`config.mk`:
```
export PLATFORM = sky130hd
export DESIGN_NAME = prog_xfade_flat
export DESIGN_NICKNAME = d
export VERILOG_FILES = /design/src/rtl/prog_xfade_if.sv /design/src/rtl/prog_xfade.sv /design/src/flat_wrapper.sv
export SDC_FILE = /design/constraint.sdc
export NUM_CORES = 1
export LEC_CHECK = 0
export CAP_MARGIN = 15
export CORE_MARGIN = 8
export CORE_UTILIZATION = 45
export DETAILED_ROUTE_END_ITERATION = 10
export DONT_BUFFER_PORTS = 1
export SYNTH_ARGS = -nofsm -noshare
export SYNTH_HDL_FRONTEND = slang
export SYNTH_SLANG_ARGS = --single-unit
```
`constraint.sdc`:
```
create_clock -name sys_clk -period 6.9 [get_ports sys_clk]
set_input_delay 1.38 -clock sys_clk [delete_from_list [all_inputs] [get_ports sys_clk]]
set_output_delay 1.38 -clock sys_clk [all_outputs]
set_load 0.005 [all_outputs]
```
`src/rtl/prog_xfade_if.sv`:
```
// Bus between the CSR/audio side and the program crossfader: control requests,
// the sample stream in and out, and the committed program/table/mix outputs.
interface prog_xfade_if;
  logic        [1:0]  req_tbl;
  logic        [5:0]  req_prog;
  logic        [11:0] req_mix;
  logic               ena;
  logic signed [15:0] in_l;
  logic signed [15:0] in_r;
  logic signed [15:0] out_l;
  logic signed [15:0] out_r;
  logic               valid;
  logic        [1:0]  tbl;
  logic        [5:0]  prog;
  logic        [11:0] mix;

  modport master (
    output req_tbl, req_prog, req_mix, ena, in_l, in_r,
    input  out_l, out_r, valid, tbl, prog, mix
  );

  modport slave (
    input  req_tbl, req_prog, req_mix, ena, in_l, in_r,
    output out_l, out_r, valid, tbl, prog, mix
  );
endinterface

```
`src/rtl/prog_xfade.sv`:
```
// Click-free program switcher: fades audio to silence, commits the new table/program,
// holds silence while microcode reloads, then fades back in. Also slews the mix control.
module prog_xfade #(
  parameter int GAIN_STEP      = 1,
  parameter int SETTLE_SAMPLES = 2048,
  parameter int MIX_STEP       = 4
) (
  input  logic         sys_clk,
  input  logic         rst,
  prog_xfade_if.slave  bus
);

  localparam int             CNT_W     = $clog2(SETTLE_SAMPLES) + 1;
  localparam logic [8:0]     G_STEP    = 9'(GAIN_STEP);
  localparam logic [8:0]     G_UNITY   = 9'd256;
  localparam logic [CNT_W-1:0] CNT_LAST = CNT_W'(SETTLE_SAMPLES - 1);
  localparam logic [12:0]    M_STEP    = 13'(MIX_STEP);

  typedef enum logic [1:0] {IDLE, FADE_OUT, SETTLE, FADE_IN} state_t;

  state_t             r_state, w_state_nxt;
  logic [8:0]         r_gain, w_gain_nxt;
  logic [CNT_W-1:0]   r_cnt, w_cnt_nxt;
  logic [1:0]         r_tbl;
  logic [5:0]         r_prog;
  logic [11:0]        r_mix, w_mix_nxt;
  logic signed [15:0] r_out_l, r_out_r;
  logic               r_valid;

  logic               w_differ;
  logic [8:0]         w_gain_dn, w_gain_up;
  logic [9:0]         w_gain_sum;
  logic signed [9:0]  w_gain_s;
  logic signed [25:0] w_prod_l, w_prod_r;
  logic [12:0]        w_mix_up, w_mix_dn, w_req_mix;
  logic               w_unused;

  assign w_differ   = (bus.req_prog != r_prog) || (bus.req_tbl != r_tbl);
  assign w_gain_dn  = (r_gain > G_STEP) ? r_gain - G_STEP : 9'd0;
  assign w_gain_sum = {1'b0, r_gain} + {1'b0, G_STEP};
  assign w_gain_up  = (w_gain_sum >= 10'd256) ? G_UNITY : w_gain_sum[8:0];

  // Zero-extended gain keeps 256 positive, so unity gain is exact even for -32768.
  assign w_gain_s = signed'({1'b0, r_gain});
  assign w_prod_l = bus.in_l * w_gain_s;
  assign w_prod_r = bus.in_r * w_gain_s;
  assign w_unused = ^{w_prod_l[25:24], w_prod_l[7:0], w_prod_r[25:24], w_prod_r[7:0]};

  // NOTE: every signal written here gets a default first, so no path can infer a latch.
  always_comb begin
    w_state_nxt = r_state;
    w_gain_nxt  = r_gain;
    w_cnt_nxt   = r_cnt;
    unique case (r_state)
      IDLE: begin
        w_gain_nxt = G_UNITY;
        if (w_differ) w_state_nxt = FADE_OUT;
      end
      FADE_OUT: begin
        if (bus.ena) w_gain_nxt = w_gain_dn;
        if (!w_differ) begin
          w_state_nxt = FADE_IN;
        end else if (bus.ena && w_gain_dn == 9'd0) begin
          w_state_nxt = SETTLE;
          w_cnt_nxt   = '0;
        end
      end
      SETTLE: begin
        w_gain_nxt = 9'd0;
        if (w_differ) begin
          w_cnt_nxt = '0;
        end else if (bus.ena) begin
          w_cnt_nxt = r_cnt + CNT_W'(1);
          if (r_cnt == CNT_LAST) w_state_nxt = FADE_IN;
        end
      end
      FADE_IN: begin
        if (bus.ena) w_gain_nxt = w_gain_up;
        if (w_differ) begin
          w_state_nxt = FADE_OUT;
        end else if (bus.ena && w_gain_up == G_UNITY) begin
          w_state_nxt = IDLE;
        end
      end
      default: w_state_nxt = SETTLE;
    endcase
  end

  // 13-bit arithmetic so the step can neither wrap past 12'hFFF nor below zero.
  assign w_req_mix = {1'b0, bus.req_mix};
  assign w_mix_up  = {1'b0, r_mix} + M_STEP;
  assign w_mix_dn  = {1'b0, r_mix} - M_STEP;

  always_comb begin
    w_mix_nxt = r_mix;
    if (r_mix < bus.req_mix) begin
      w_mix_nxt = (w_mix_up > w_req_mix) ? bus.req_mix : w_mix_up[11:0];
    end else if (r_mix > bus.req_mix) begin
      w_mix_nxt = (w_mix_dn[12] || w_mix_dn < w_req_mix) ? bus.req_mix : w_mix_dn[11:0];
    end
  end

  // NOTE: sequential state uses non-blocking assignments so all registers update together.
  always_ff @(posedge sys_clk) begin
    if (rst) begin
      r_state <= SETTLE;
      r_gain  <= 9'd0;
      r_cnt   <= '0;
      r_tbl   <= 2'd0;
      r_prog  <= 6'd0;
      r_mix   <= 12'h800;
      r_out_l <= '0;
      r_out_r <= '0;
      r_valid <= 1'b0;
    end else begin
      r_state <= w_state_nxt;
      r_gain  <= w_gain_nxt;
      r_cnt   <= w_cnt_nxt;
      r_valid <= bus.ena;
      // Commits happen only while silent, so a reload is never audible.
      if (r_state == SETTLE) begin
        r_tbl  <= bus.req_tbl;
        r_prog <= bus.req_prog;
      end
      if (bus.ena) begin
        r_out_l <= w_prod_l[23:8];
        r_out_r <= w_prod_r[23:8];
        r_mix   <= w_mix_nxt;
      end
    end
  end

  assign bus.out_l = r_out_l;
  assign bus.out_r = r_out_r;
  assign bus.valid = r_valid;
  assign bus.tbl   = r_tbl;
  assign bus.prog  = r_prog;
  assign bus.mix   = r_mix;

endmodule
```
`src/flat_wrapper.sv`:
```
// flat-port wrapper written by rule: the top's interface ports become plain ports
module prog_xfade_flat 
#(
  parameter int GAIN_STEP      = 1,
  parameter int SETTLE_SAMPLES = 2048,
  parameter int MIX_STEP       = 4
)
  (sys_clk, rst, bus_req_tbl, bus_req_prog, bus_req_mix, bus_ena, bus_in_l, bus_in_r, bus_out_l, bus_out_r, bus_valid, bus_tbl, bus_prog, bus_mix);
  prog_xfade_if bus_i ();
  input  logic sys_clk;
  input  logic rst;
  input wire logic [$bits(bus_i.req_tbl)-1:0] bus_req_tbl;
  input wire logic [$bits(bus_i.req_prog)-1:0] bus_req_prog;
  input wire logic [$bits(bus_i.req_mix)-1:0] bus_req_mix;
  input wire logic [$bits(bus_i.ena)-1:0] bus_ena;
  input wire logic [$bits(bus_i.in_l)-1:0] bus_in_l;
  input wire logic [$bits(bus_i.in_r)-1:0] bus_in_r;
  output wire logic [$bits(bus_i.out_l)-1:0] bus_out_l;
  output wire logic [$bits(bus_i.out_r)-1:0] bus_out_r;
  output wire logic [$bits(bus_i.valid)-1:0] bus_valid;
  output wire logic [$bits(bus_i.tbl)-1:0] bus_tbl;
  output wire logic [$bits(bus_i.prog)-1:0] bus_prog;
  output wire logic [$bits(bus_i.mix)-1:0] bus_mix;
  assign bus_i.req_tbl = bus_req_tbl;
  assign bus_i.req_prog = bus_req_prog;
  assign bus_i.req_mix = bus_req_mix;
  assign bus_i.ena = bus_ena;
  assign bus_i.in_l = bus_in_l;
  assign bus_i.in_r = bus_in_r;
  assign bus_out_l = bus_i.out_l;
  assign bus_out_r = bus_i.out_r;
  assign bus_valid = bus_i.valid;
  assign bus_tbl = bus_i.tbl;
  assign bus_prog = bus_i.prog;
  assign bus_mix = bus_i.mix;
  prog_xfade #(.GAIN_STEP(GAIN_STEP), .SETTLE_SAMPLES(SETTLE_SAMPLES), .MIX_STEP(MIX_STEP)) u_core (.sys_clk(sys_clk), .rst(rst), .bus(bus_i));
endmodule
```
# == Word level (Yosys, flattened, before mapping) ==
# Cells that the tools add are included.
# totals
latch_bits,0
romBits,0
reg_bits,76
out_inout_bits,53
memories,0
mem_bits_rw,0
input_bits,55
elab_cells,75
# classes
eq_ne,18
n_shift,0
n_addsub,5
bitwise,0
multipliers,2
reduce_logical,12
mux,23
order_cmp,6
n_div,0
# ops
cell,count
$mux 12,8
$mul 16x10->24,2
$mux 9,4
$pmux 9 s4,1
$pmux 12 s2,1
$mux 2,8
$add 12x3->13 const B,1
$gt 13x12->1,1
$lt 13x12->1,1
$sub 12x3->13 const B,1
$add 12x1->12 const B,1
$eq 12x11->1 const B,1
$gt 12x12->1,1
$lt 12x12->1,1
$add 9x1->10 const B,1
$ge 10x9->1 const B,1
$eq 9x9->1 const B,1
$gt 9x1->1 const B,1
$logic_not 9->1,1
$sub 9x1->9 const B,1
$ne 2x1->1 const B,4
$ne 2x2->1 const B,4
$pmux 2 s4,1
$ne 6x6->1,1
other kinds (13),18

# == Longest topological paths before layout ==
# depth
ltp_word,8
ltp_mapped,23
ltp_nobuf,20

# == Least setup slack after synthesis ==
# OpenSTA, ideal clock, no wires.
# synth_path
kind,input to register
startpoint,in bus_in_r[5]
endpoint,"reg u_core.r_out_r[8], in the netlist u_core.bus.out_r[8]"
setup_ps,117
stages,21
path_buffers,1
t_arrival_ps,6203
setup_slack_ps,580
required_time_ps,6783
path_cell_list,buf_1 > nand2_1 > fa_1 > inv_1 > fa_1 > inv_1 > fa_1 > inv_1 > fa_1 > inv_1 > fa_1 > inv_1 > ha_1 > a311oi_1 > o21ai_0 > o221ai_2 > o21bai_1 > a221oi_1 > o21bai_1 > xor2_1 > a22o_1
# synth_via
elab_chain_len,1
# synth_rtl
element,line_no,rtl
"start, declared",flat_wrapper.sv:17,input wire logic [$bits(bus_i.in_r)-1:0] bus_in_r;
$mul 16x10->24,prog_xfade.sv:46,assign w_prod_r = bus.in_r * w_gain_s;
"end signal, assigned",prog_xfade.sv:127,r_out_r <= w_prod_r[23:8];
"end, declared",prog_xfade.sv:27,"logic signed [15:0] r_out_l, r_out_r;"
# Every way passes these cells.
# A chain may end at the register's enable or synchronous reset.

# == Worst setup path in the final report ==
# layout_path
startpoint,reg u_core.r_gain[1]
endpoint,"reg u_core.r_out_l[9], in the netlist u_core.bus.out_l[9]"
# layout_via
elab_chain_len,1
# layout_rtl
element,line_no,rtl
"start, declared",prog_xfade.sv:22,"logic [8:0] r_gain, w_gain_nxt;"
"start signal, assigned",prog_xfade.sv:117,r_gain <= w_gain_nxt;
$mul 16x10->24,prog_xfade.sv:45,assign w_prod_l = bus.in_l * w_gain_s;
"end signal, assigned",prog_xfade.sv:126,r_out_l <= w_prod_l[23:8];
"end, declared",prog_xfade.sv:27,
# Every way passes these cells.

==> results_tabular.tex <==
\begin{tabular}{lr}
\hline
Metric & Value \\
\hline
\multicolumn{2}{l}{\textbf{Worst hold path}} \\
Hold Path Class & reg -> reg \\
Hold Path Cell Cnt & 2 \\
Terminating pin of the worst hold path & u\_core.r\_cnt[4]\$\_SDFFE\_PP0P\_ \\
Worst min-delay path startpoint & u\_core.r\_cnt[4]\$\_SDFFE\_PP0P\_ \\
\multicolumn{2}{l}{\textbf{STA}} \\
Final clock skew & 0.00816 ns \\
Normalized max-slew margin & 25.5\% \\
Max-slew violation count & 0 \\
Final worst setup slack & 0.712 ns \\
Fin crit period & 6.19 ns \\
Transition at the pin with the smallest max-transition slack & 1.11 ns \\
Aggregate negative setup slack & 0 ns \\
Share of the clock period used by the worst path after layout & 89.7\% \\
Highest Clock Rate & 162 MHz \\
Count of endpoints failing hold in the final timing report & 0 \\
Setup repair after global routing missed its margin & no \\
Final setup vio count & 0 \\
\multicolumn{2}{l}{\textbf{Place}} \\
Final weighted congestion in routability-driven placement & 0.873 \\
Port Buffer Count & 0 \\
Estimated wirelength of the detail-placed design & 29900 um \\
Cell Count Post-Placement & 2022 \\
Dpl ws & 0.455 ns \\
\multicolumn{2}{l}{\textbf{Power}} \\
Largest vdd supply drop & 129 uV \\
Leakage power & 7.81 nW \\
Power density relative to cell area & 164 nW/um\^{}2 \\
\multicolumn{2}{l}{\textbf{Final layout}} \\
Final net count & 2055 \\
Antenna diode count & 0 \\
Fin cells & 2038 \\
Layout overhead on the synthesized area & 4.46\% \\
Most common cell after layout, fill and taps aside & sky130\_fd\_sc\_hd\_\_inv\_1 \\
Fill cell total of the finished layout & 3044 \\
Most frequent cells in the layout & sky130\_fd\_sc\_hd\_\_inv\_1 (298), sky130\_fd\_sc\_hd\_\_fa\_1 (228), sky130\_fd\_sc\_hd\_\_nand2\_1 (186), sky130\_fd\_sc\_hd\_\_and2\_1 (144), sky130\_fd\_sc\_hd\_\_ha\_1 (141) \\
Layout cell share with drive strength beyond 1 & 3.00\% \\
\multicolumn{2}{l}{\textbf{Routing}} \\
First-iteration detailed-routing DRC count & 539 \\
Detailed-route wire length & 37300 um \\
Number of nets still failing antenna checks after routing & 0 \\
Routed via count divided by cell count & 5.46 \\
Post-detailed-route DRC marker count & 0 \\
Final routed wire length divided by cell count & 18.3 um \\
Vias post-DR & 11100 \\
Total iterations of the first detailed-routing run & 5 \\
\multicolumn{2}{l}{\textbf{Clocking}} \\
Clock Tree Buf Depth & 2 \\
Number of clock sinks & 76 \\
Hold buffer count at CTS & 0 \\
Clk slew on worst S/H paths & 0.07 ns \\
Clock latency on the worst-skew pair & 0.35 ns \\
Number of buffers added by the clock tree synthesis step & 9 \\
Post-CTS setup buffer count & 0 \\
H-Tree Level Count & 3 \\
Clock tree from TritonCTS & yes \\
Cells resized by post-CTS repair & 0 \\
Master cell of the clock root buffer & sky130\_fd\_sc\_hd\_\_clkbuf\_16 \\
\multicolumn{2}{l}{\textbf{Die}} \\
Chip Height & 195 um \\
Overall die area & 38000 um\^{}2 \\
Chip width & 195 um \\
Core box area & 31600 um\^{}2 \\
\# IOs & 108 \\
Initial core utilization & 45.7\% \\
Placement row count & 65 \\
\multicolumn{2}{l}{\textbf{Critical path}} \\
Element type at the critical path end & flip-flop \\
Largest fanout on the critical path & 18 \\
Worst Path Required & 7.14 ns \\
Critical R2R Capture & u\_core.bus.out\_l[9]\$\_SDFFE\_PP0P\_ \\
Data arrival time of the worst path & 6.43 ns \\
Critical path startpoint category & flip-flop \\
Setup slack, reg-to-reg & 0.71 ns \\
Path depth of the worst reg2reg path & 18 \\
Startpoint-to-endpoint class of the critical path & reg -> reg \\
Source of the worst register-to-register timing path & u\_core.r\_gain[1]\$\_SDFFE\_PP0P\_ \\
\multicolumn{2}{l}{\textbf{Global routing}} \\
Maximum number of pins on one net before global-route repair & 60 \\
Overall track demand over capacity in global routing & 20.0\% \\
Wire length of the first global-routing pass & 61700 um \\
Antenna violations before repair & 0 \\
Final global-route overflow total & 0 \\
Vias in the first global route & 11600 \\
\multicolumn{2}{l}{\textbf{Status}} \\
Status & completed \\
\multicolumn{2}{l}{\textbf{Run}} \\
Max-capacitance violation count & 0 \\
\multicolumn{2}{l}{\textbf{Synthesis}} \\
Netlist Area Pre-Place & 14400 um\^{}2 \\
Mean instance size in the synthesized netlist & 8.54 um\^{}2 \\
Cell count after synthesis & 1687 \\
Total nets after synthesis & 2111 \\
Number of flip-flops and latches in the synthesized netlist & 76 \\
Portion of the post-synthesis area used by sequential elements & 10.6\% \\
Primary FF master, synth & sky130\_fd\_sc\_hd\_\_dfxtp\_1 \\
FFs w/ async S/R, synth & 0\% \\
Synth warnings & 0 \\
Number of enable-type register cells in the synthesized netlist & 0 \\
Number of different library cells in the post-synthesis netlist & 73 \\
\hline
\end{tabular}
[kinds of logic after synthesis]
kind of cell               Yosys count  share of synthesized area [%]
and+or+nand+nor                    550                           19.0
adders and majority gates          369                           43.9
AOI/OAI and AO/OA                  212                           10.1
DFF                                 76                           10.6
muxes                               25                           1.82
buffers and inverters              383                           10.2
xor gates and xnor gates            72                           4.43
[critical path, stage by stage, from the launching register on]
cell                       delay (ns)
sky130_fd_sc_hd__dfxtp_1         0.90
sky130_fd_sc_hd__buf_4           0.35
sky130_fd_sc_hd__nand2_1         0.10
sky130_fd_sc_hd__fa_1            0.55
sky130_fd_sc_hd__inv_1           0.06
sky130_fd_sc_hd__fa_1            0.49
sky130_fd_sc_hd__inv_1           0.05
sky130_fd_sc_hd__fa_1            0.53
sky130_fd_sc_hd__inv_1           0.05
sky130_fd_sc_hd__fa_1            0.49
sky130_fd_sc_hd__fa_1            0.41
sky130_fd_sc_hd__ha_1            0.33
sky130_fd_sc_hd__a21o_1          0.17
sky130_fd_sc_hd__a21oi_1         0.18
sky130_fd_sc_hd__a21oi_1         0.17
sky130_fd_sc_hd__o41ai_1         0.63
sky130_fd_sc_hd__o221ai_1        0.26
sky130_fd_sc_hd__xnor2_1         0.17
sky130_fd_sc_hd__a22o_1          0.19
[through the flow]
stage / area [um^2] / power, W / utilization (%) / hold slack [ns]
3_5_place_dp: 14700 / 0.00195 / 46.6 / 0.494
6_report: 15100 / 0.00247 / 47.7 / 0.506
3_3_place_gp: 14700 / 0.00193 / 46.6 / 0.476
5_1_grt: 15100 / 0.00270 / 47.7 / 0.534
4_1_cts: 15100 / 0.00250 / 47.7 / 0.503
2_1_floorplan: 14400 / 0.00163 / - / 0.444
[synthesized netlist by cell type, types with 5 or more instances]
cell type	count	share of area (%)
sky130_fd_sc_hd__and3_1	15	0.65
sky130_fd_sc_hd__buf_1	19	0.50
sky130_fd_sc_hd__a221oi_1	7	0.43
sky130_fd_sc_hd__o211ai_1	6	0.31
sky130_fd_sc_hd__a211oi_1	15	0.78
sky130_fd_sc_hd__or3_1	10	0.43
sky130_fd_sc_hd__a21oi_1	48	1.7
sky130_fd_sc_hd__xnor2_1	43	2.6
sky130_fd_sc_hd__fa_1	228	32
sky130_fd_sc_hd__dfxtp_1	76	11
sky130_fd_sc_hd__o31ai_1	5	0.26
sky130_fd_sc_hd__nor3_1	19	0.66
sky130_fd_sc_hd__nand4_1	11	0.48
sky130_fd_sc_hd__and2_1	144	6.3
sky130_fd_sc_hd__a21o_1	9	0.47
sky130_fd_sc_hd__o21ai_0	41	1.4
sky130_fd_sc_hd__nand2b_1	11	0.48
sky130_fd_sc_hd__nand3_1	35	1.2
sky130_fd_sc_hd__nor3b_1	5	0.26
sky130_fd_sc_hd__ha_1	141	12
sky130_fd_sc_hd__nand2_1	186	4.8
sky130_fd_sc_hd__o21a_1	11	0.57
sky130_fd_sc_hd__buf_2	6	0.21
sky130_fd_sc_hd__nor2_1	88	2.3
sky130_fd_sc_hd__inv_1	298	7.8
sky130_fd_sc_hd__a31oi_1	6	0.26
sky130_fd_sc_hd__clkbuf_1	55	1.4
sky130_fd_sc_hd__o21bai_1	7	0.36
sky130_fd_sc_hd__xor2_1	28	1.7
sky130_fd_sc_hd__a22o_1	8	0.49
sky130_fd_sc_hd__nor2b_1	5	0.22
sky130_fd_sc_hd__mux2i_1	24	1.7
[power breakdown]
part / internal (W) / switching [W] / total (W) / leakage [nW]
Clock: 0.000330 / 0.000212 / 0.000542 / 0.160
Combinational: 0.000541 / 0.000777 / 0.00132 / 7.03
Sequential: 0.000499 / 0.000112 / 0.000611 / 0.619
Total: 0.00137 / 0.00110 / 0.00247 / 7.81
[final cells by class]
type | instances | area, um^2 | area share (%)
well taps | 402 | 503 | 3.34
flip-flops and latches | 76 | 1520 | 10.1
repair buffers | 18 | 160 | 1.06
inverters | 298 | 1120 | 7.43
multi-input cells | 1228 | 11400 | 75.8
clock inverters | 6 | 93.8 | 0.623
clock buffers | 10 | 239 | 1.59
[metal layers]
layer  GRT usage [%]  wire, um  share of wire, %  up-vias
li1                -         -                 -     5232
met1            24.6     15300                41     5609
met2            34.9     18700                50      242
met3            4.84      2500               6.7       43
met4            4.63       747               2.0        0
met5               0         0                 0        -
[worst max path at each step]
stage,from,endpoint,slack [ns],depth (start not counted)
global placement,bus_in_r[7],u_core.bus.out_r[14]$_SDFFE_PP0P_,0.53,17
finish,u_core.r_gain[1]$_SDFFE_PP0P_,u_core.bus.out_l[9]$_SDFFE_PP0P_,0.71,18
floorplan,bus_in_r[5],u_core.bus.out_r[8]$_SDFFE_PP0P_,0.58,21
CTS,u_core.r_gain[1]$_SDFFE_PP0P_,u_core.bus.out_l[9]$_SDFFE_PP0P_,0.70,18
detailed placement,bus_in_r[7],u_core.bus.out_r[14]$_SDFFE_PP0P_,0.46,17
global route,u_core.r_gain[1]$_SDFFE_PP0P_,u_core.bus.out_l[9]$_SDFFE_PP0P_,0.36,18
[flip-flops by register name, indices dropped and copies added, names as in the netlist]
name              count
u_core.r_gain         9
u_core.bus.prog       6
u_core.bus.tbl        2
u_core.bus.mix       12
u_core.r_cnt         12
u_core.bus.out_r     16
u_core.bus.valid      1
u_core.bus.out_l     16
u_core.r_state        2
(Power assumes the default switching activity.)
